===== src/rtl/im_loader.sv =====
// Byte-stream program loader: assembles little-endian words and writes them into instruction RAM.
// Optional trailer checksum is enabled with the macro IM_LOADER_CHECKSUM_EN.
module im_loader #(
    parameter int ADDR_W      = 16,
    parameter int DEPTH_WORDS = 128,
    parameter int BASE_ADDR   = 0
) (
    input  logic              clk,
    input  logic              rst,
    input  logic              start,
    input  logic [7:0]        in_data,
    input  logic              in_valid,
    output logic              in_ready,
    output logic              we,
    output logic [ADDR_W-1:0] waddr,
    output logic [31:0]       wdata,
    output logic              cpu_hold,
    output logic              done,
    output logic              error
);

    typedef enum logic [2:0] {
        S_IDLE,
        S_LEN_LO,
        S_LEN_HI,
        S_DATA,
        S_WRITE,
        S_DONE,
        S_ERROR
`ifdef IM_LOADER_CHECKSUM_EN
        , S_CHK
`endif
    } state_t;

    // State entered once all words are written (or immediately for an empty image).
`ifdef IM_LOADER_CHECKSUM_EN
    localparam state_t S_TAIL = S_CHK;
`else
    localparam state_t S_TAIL = S_DONE;
`endif

    localparam logic [ADDR_W-1:0] BASE_A = ADDR_W'(BASE_ADDR);

    state_t            state_q, state_d;
    logic [15:0]       len_q, len_d;
    logic [15:0]       idx_q, idx_d;
    logic [1:0]        byte_cnt_q, byte_cnt_d;
    logic [23:0]       asm_q, asm_d;
    logic [ADDR_W-1:0] waddr_q, waddr_d;
    logic [31:0]       wdata_q, wdata_d;
    logic [15:0]       len_next;
    logic              restart;
`ifdef IM_LOADER_CHECKSUM_EN
    logic [7:0]        acc_q, acc_d;
    logic [7:0]        chk_sum;
`endif

    assign waddr = waddr_q;
    assign wdata = wdata_q;

    always_comb begin
        state_d    = state_q;
        len_d      = len_q;
        idx_d      = idx_q;
        byte_cnt_d = byte_cnt_q;
        asm_d      = asm_q;
        waddr_d    = waddr_q;
        wdata_d    = wdata_q;
`ifdef IM_LOADER_CHECKSUM_EN
        acc_d      = acc_q;
        chk_sum    = acc_q + in_data;
`endif
        in_ready   = 1'b0;
        we         = 1'b0;
        done       = 1'b0;
        error      = 1'b0;
        cpu_hold   = 1'b1;
        restart    = 1'b0;
        len_next   = {in_data, len_q[7:0]};

        case (state_q)
            S_IDLE: begin
                cpu_hold = 1'b0;
                restart  = start;
            end
            S_DONE: begin
                done     = 1'b1;
                cpu_hold = 1'b0;
                restart  = start;
            end
            S_ERROR: begin
                error   = 1'b1;
                restart = start;
            end
            S_LEN_LO: begin
                in_ready = 1'b1;
                if (in_valid) begin
                    len_d[7:0] = in_data;
                    state_d    = S_LEN_HI;
                end
            end
            S_LEN_HI: begin
                in_ready = 1'b1;
                if (in_valid) begin
                    len_d      = len_next;
                    byte_cnt_d = 2'd0;
                    if (len_next == 16'd0)
                        state_d = S_TAIL;
                    else if (32'(len_next) > DEPTH_WORDS)
                        state_d = S_ERROR;
                    else
                        state_d = S_DATA;
                end
            end
            S_DATA: begin
                in_ready = 1'b1;
                if (in_valid) begin
`ifdef IM_LOADER_CHECKSUM_EN
                    acc_d = chk_sum;
`endif
                    // Lane 3 completes the word; the write goes out next cycle from the registers.
                    case (byte_cnt_q)
                        2'd0: asm_d[7:0]   = in_data;
                        2'd1: asm_d[15:8]  = in_data;
                        2'd2: asm_d[23:16] = in_data;
                        default: begin
                            wdata_d = {in_data, asm_q};
                            waddr_d = BASE_A + ADDR_W'({idx_q, 2'b00});
                            state_d = S_WRITE;
                        end
                    endcase
                    byte_cnt_d = byte_cnt_q + 2'd1;
                end
            end
            S_WRITE: begin
                we    = 1'b1;
                idx_d = idx_q + 16'd1;
                if (idx_q == len_q - 16'd1)
                    state_d = S_TAIL;
                else
                    state_d = S_DATA;
            end
`ifdef IM_LOADER_CHECKSUM_EN
            S_CHK: begin
                in_ready = 1'b1;
                if (in_valid)
                    state_d = (chk_sum == 8'h00) ? S_DONE : S_ERROR;
            end
`endif
            default: state_d = S_IDLE;
        endcase

        if (restart) begin
            state_d    = S_LEN_LO;
            idx_d      = 16'd0;
            byte_cnt_d = 2'd0;
`ifdef IM_LOADER_CHECKSUM_EN
            acc_d      = 8'h00;
`endif
        end
    end

    always_ff @(posedge clk) begin
        if (rst) begin
            state_q    <= S_IDLE;
            len_q      <= '0;
            idx_q      <= '0;
            byte_cnt_q <= '0;
            asm_q      <= '0;
            waddr_q    <= '0;
            wdata_q    <= '0;
`ifdef IM_LOADER_CHECKSUM_EN
            acc_q      <= '0;
`endif
        end else begin
            state_q    <= state_d;
            len_q      <= len_d;
            idx_q      <= idx_d;
            byte_cnt_q <= byte_cnt_d;
            asm_q      <= asm_d;
            waddr_q    <= waddr_d;
            wdata_q    <= wdata_d;
`ifdef IM_LOADER_CHECKSUM_EN
            acc_q      <= acc_d;
`endif
        end
    end

endmodule


===== config.mk =====
export PLATFORM = sky130hd
export DESIGN_NAME = im_loader
export DESIGN_NICKNAME = d
export VERILOG_FILES = /design/src/rtl/im_loader.sv
export SDC_FILE = /design/constraint.sdc
export NUM_CORES = 1
export LEC_CHECK = 0
export ABC_AREA = 0
export CAP_MARGIN = 20
export CELL_PAD_IN_SITES_DETAIL_PLACEMENT = 1
export CELL_PAD_IN_SITES_GLOBAL_PLACEMENT = 2
export CORE_UTILIZATION = 32
export CTS_CLUSTER_SIZE = 25
export DETAILED_ROUTE_END_ITERATION = 12
export PLACE_DENSITY = 0.86
export SYNTH_ARGS = -nofsm -noshare
export SYNTH_HDL_FRONTEND = slang
export SYNTH_SLANG_ARGS = --single-unit

===== constraint.sdc =====
create_clock -name clk -period 2.45 [get_ports clk]
set_input_delay 0.6125 -clock clk [delete_from_list [all_inputs] [get_ports clk]]
set_output_delay 0.6125 -clock clk [all_outputs]
set_load 0.1 [all_outputs]

Yosys cells after proc, flatten, opt, wreduce, memory -nomap -nowiden
Index checks and enable logic that the tools add are counted.
W data, S select, Z words.
- add/subtract/negate cells: 3
- $lt $le $gt $ge: 1
- equal/unequal tests: 18
- mux-type cells: 20
- bitwise gates (word level): 3
- reduce and logical (&&, ||, !) cells: 18
- operators by type and width (kind ; number):
    $mux W3 ; 7
    $reduce_and A3 Y1 ; 6
    $add A16 B1 Y16 const B ; 1
    $eq A16 B16 Y1 ; 1
    $gt A16 B8 Y1 const B ; 1
    $logic_not A16 Y1 ; 1
    $pmux W8 S2 ; 1
    $sub A16 B1 Y16 const B ; 1
    $pmux W3 S5 ; 1
    $ne A3 B3 Y1 const B ; 4
    $reduce_and A5 Y1 ; 2
    $eq A3 B3 Y1 const B ; 3
    $reduce_or A3 Y1 ; 3
    $mux W8 ; 1
    $ne A2 B2 Y1 const B ; 4
    $mux W1 ; 7
    $eq A3 B2 Y1 const B ; 2
    $mux W2 ; 2
    $pmux W2 S2 ; 1
    $reduce_or A2 Y1 ; 2
    $eq A3 B1 Y1 const B ; 1
    $logic_not A3 Y1 ; 1
    $not A1 Y1 ; 3
    $add A2 B1 Y2 const B ; 1
    other kinds (6) ; 6
- register bits: 107
- output and inout port bits: 53
- logic and storage cells: 74

Longest topological paths before layout
- depth in word-level cells: 6
- depth in mapped cells: 9
- mapped depth without buffers: 9

Worst setup path after synthesis
OpenSTA, ideal clock, no wires.
- path type: register -> output
- start point: register state_q[0]
- end point: output port in_ready
- arrival time: 2.118 ns
- slack: -0.281 ns
- cell stages (with the launch flop): 5
- buffers on the path: 2
- path through: dfxtp_1 > clkbuf_1 > clkbuf_1 > nor2_1 > nor2_1
- cells in the longest elaborated chain, start to end: 3
- elaborated cells between the ends (all ways): 5
- classes of those cells: eq/ne (3); mux (1); reduce/logical (1)
- RTL lines (element ; RTL line ; text):
    from (decl) ; 44 ; state_t state_q, state_d;
    from (signal assigned) ; 176 ; state_q <= state_d;
    $eq A3 B1 Y1 or $eq A3 B2 Y1 (tied branches) ; 81 ; case (state_q)
    $reduce_or A3 Y1 (no line) (*) ; -- ;
    $mux W1 (*) ; 81 ;
    to (decl) ; 13 ; output logic in_ready,
Mark *: on every way between the ends. The rest lies on a longest branch, timed or not.

Final worst setup path
- start point: register len_q[7]
- end point: register state_q[1]
- cells in the longest elaborated chain, start to end: 4
- elaborated cells between the ends (all ways): 7
- classes of those cells: add/sub (1); eq/ne (1); mux (4); reduce/logical (1)
- RTL lines (element ; RTL line ; text):
    from (decl) ; 45 ; logic [15:0] len_q, len_d;
    from (signal assigned) ; 177 ; len_q <= len_d;
    $sub A16 B1 Y16 or $logic_not A16 Y1 (tied branches) ; 138, 107 ;
    $eq A16 B16 Y1 or $mux W3 (tied branches) ; 138, 107 ;
    $mux W3 (on tied branches) ; 138, 104 ;
    $pmux W3 S5 (*) ; 81 ;
Mark *: on every way between the ends. The rest lies on a longest branch, timed or not. The select of a mux whose other input is x is not followed.
A chain may end at the register's enable or synchronous reset.

==> out/qor.csv <==
metric;value;unit
status;completed;
final core utilization;40.8;%
RSZ-0062 raised after global routing;false;
initial antenna violation count;0;
Cell Count, Final, Fillers Out;863;
critical path required time;2.70;ns
Post-Syn Area;4730;um2
Root Buffer;clkbuf_16;
via count;4362;
flop and latch count out of synthesis;107;
clk sink count;107;
peak supply drop;317;uV
dpl cells;847;
Area contributors post-synth;dfxtp_1 45%, nand2_1 14%, a21oi_1 10%;
Routed wire per std cell;15.7;um
Core Rows;44;
sequential power share;49.1;%
crit path launch type;flip-flop;
core footprint;14500;um2
first-pass iteration count of the detailed router;4;
Setup CP Type;reg -> reg;
# DRC;0;
count of cell types in the netlist;46;
skew final;0.00763;ns
area leader, netlist;dfxtp_1;
clock power share;42.7;%
routability congestion estimate;0.837;
vias per inst;5.05;
area growth from synthesis to layout;24.8;%
first-pass GRT wire length;22.0;mm
Num CTS Buffers;9;
Period Utilization, post-route;94.1;%
Max Root-Sink Buffers;2;
Hold Vio Cnt, Final;0;
sequential share of the synthesized area;45.3;%
most frequent cell after synthesis;nand2_1;
total length of routed wires;13.6;mm
clock insertion delay at the later pin of the skew report;0.35;ns
FFs w/ async S/R, synth;0;%
chip width;124;um
Peak Freq;0.434;GHz
Leakage;2.17;nW
Most used DFF post-synth;dfxtp_1;
die height;124;um
worst hold path class;reg -> reg;
largest net degree at the start of global routing;88;
Slew Viols, Final;0;
internal power;2.67;mW
Post-synth EDFFs;0;
DRT antenna net count;0;
Post-Syn Area per Cell;7.71;um2
total power;3.57;mW
Worst EP arrival;2.56;ns
layout cells sized above 1;16.2;%
htree depth;3;
Total Routing Usage GR;18.9;%
I/O Buffers;62;
# diodes;0;
final-layout fill cell count;1758;
Setup Fix Bufs, Post-CTS;0;
Logic pwr share;8.1;%
net switching power;902;uW
number of global-route vias before repair;4355;
synth warn;0;
minimum clock period;2.31;ns
Setup Viol. Count Final;0;
initial drt markers;150;
hold slack final;0.457;ns
crit path capture type;flip-flop;
most common library cells after synthesis;171 x nand2_1, 107 x dfxtp_1, 96 x a21oi_1;
crit path max fanout;4;
Worst-path clk slew;0.07;ns
Max Cap Viol;0;
starting density of the core;32.7;%
share of the synthesized area in the top cell type;45.3;%
Synth Instances;614;
switch share;25.3;%
Ports;65;
power density of the placed cells;604;nW/um2
Detailed Place HPWL;9.74;mm
Die ar.;15300;um2
GRT overflow;0;
CTS tree;done;
post-layout net count;692;
-- layer usage --
metal	routed length (um)	GRT usage (%)	vias to the layer above
li1	-	-	2153
met1	5820	22.8	2106
met2	6910	33.3	81
met3	538	3.48	22
met4	297	7.00	0
met5	0	0	-
-- path summary, 6_finish.rpt --
kind / from / to / slack, ns / cells after the start
max: len_q[7]$_SDFFE_PP0P_ / state_q[1]$_SDFFE_PP0P_ / 0.14 / 7
min: waddr[2]$_SDFFE_PP0P_ / waddr[2]$_SDFFE_PP0P_ / 0.46 / 2
max reg2reg: len_q[7]$_SDFFE_PP0P_ / state_q[1]$_SDFFE_PP0P_ / 0.14 / 7
min reg2reg: waddr[2]$_SDFFE_PP0P_ / waddr[2]$_SDFFE_PP0P_ / 0.46 / 2
-- critical path: stages (launching register included) --
cell	delay [ns]
dfxtp_1	0.38
nor4_4	0.41
nand3_4	0.15
or4b_1	0.49
o211a_1	0.12
o22ai_1	0.19
nand4_1	0.23
o21ba_1	0.23
-- what timing repair did --
item                                   in CTS  in global routing
gates resized for setup                     0                  3
endpoints found under the hold margin       0                  0
hold buffers                                0                  0
setup endpoints to repair                   0                  1
-- cell type report --
cell class	count	area (um2)	area share, %
well taps	184	230	3.90
flip-flops and latches	107	2140	36.2
clock buffers	9	225	3.81
multi-input cells	450	2350	39.8
repair buffers	95	836	14.1
inverters	11	41.3	0.699
clock inverters	7	83.8	1.42
-- layout by cell type (no fill, tap or decap), types with 6 or more instances in the layout --
cell / instances
nand2_1: 171
dfxtp_1: 107
a21oi_1: 96
buf_4: 76
nand3_1: 35
nor2_1: 29
xor2_1: 17
xnor2_1: 17
inv_1: 11
clkdlybuf4s50_1: 10
clkbuf_16: 9
buf_12: 8
o21ai_0: 7
nor3_1: 7
or3_1: 6
ha_1: 6
-- power groups by stage --
stage	Combinational, mW	Sequential, mW	Clock, mW
2_1_floorplan	0.180	1.79	0
3_3_place_gp	0.279	1.79	0
3_5_place_dp	0.289	1.80	0
4_1_cts	0.291	1.75	1.57
5_1_grt	0.314	1.76	1.65
6_report	0.290	1.75	1.53
-- kinds of logic (layout without fill, tap and decap cells) --
family | count (synthesis) | after routing | synth area share [%]
buf+inv | 58 | 122 | 5.50
mux | 3 | 3 | 0.661
other cells | 1 | 2 | 0.0792
fa+ha+maj | 6 | 6 | 1.59
flops | 107 | 107 | 45.3
simple gates | 280 | 280 | 26.4
xor+xnor | 34 | 34 | 6.29
compound gates | 125 | 125 | 14.2
-- stage by stage --
step	setup WS (ns)	setup TNS [ns]	cell area (um2)
floorplan	0.118	0	4740
global placement	-0.0744	-0.116	5590
detailed placement	-0.210	-0.348	5590
CTS	0.0768	0	5900
global route	0.0269	0	5910
finish	0.144	0	5910
-- sequential cells by signal (all words and copies together) (netlist names) --
register and cells:
wdata 32, asm_q 24, idx_q 16, len_q 16, waddr 14, state_q 3
byte_cnt_q 2
Note: power is estimated with default switching activity, not from simulation.
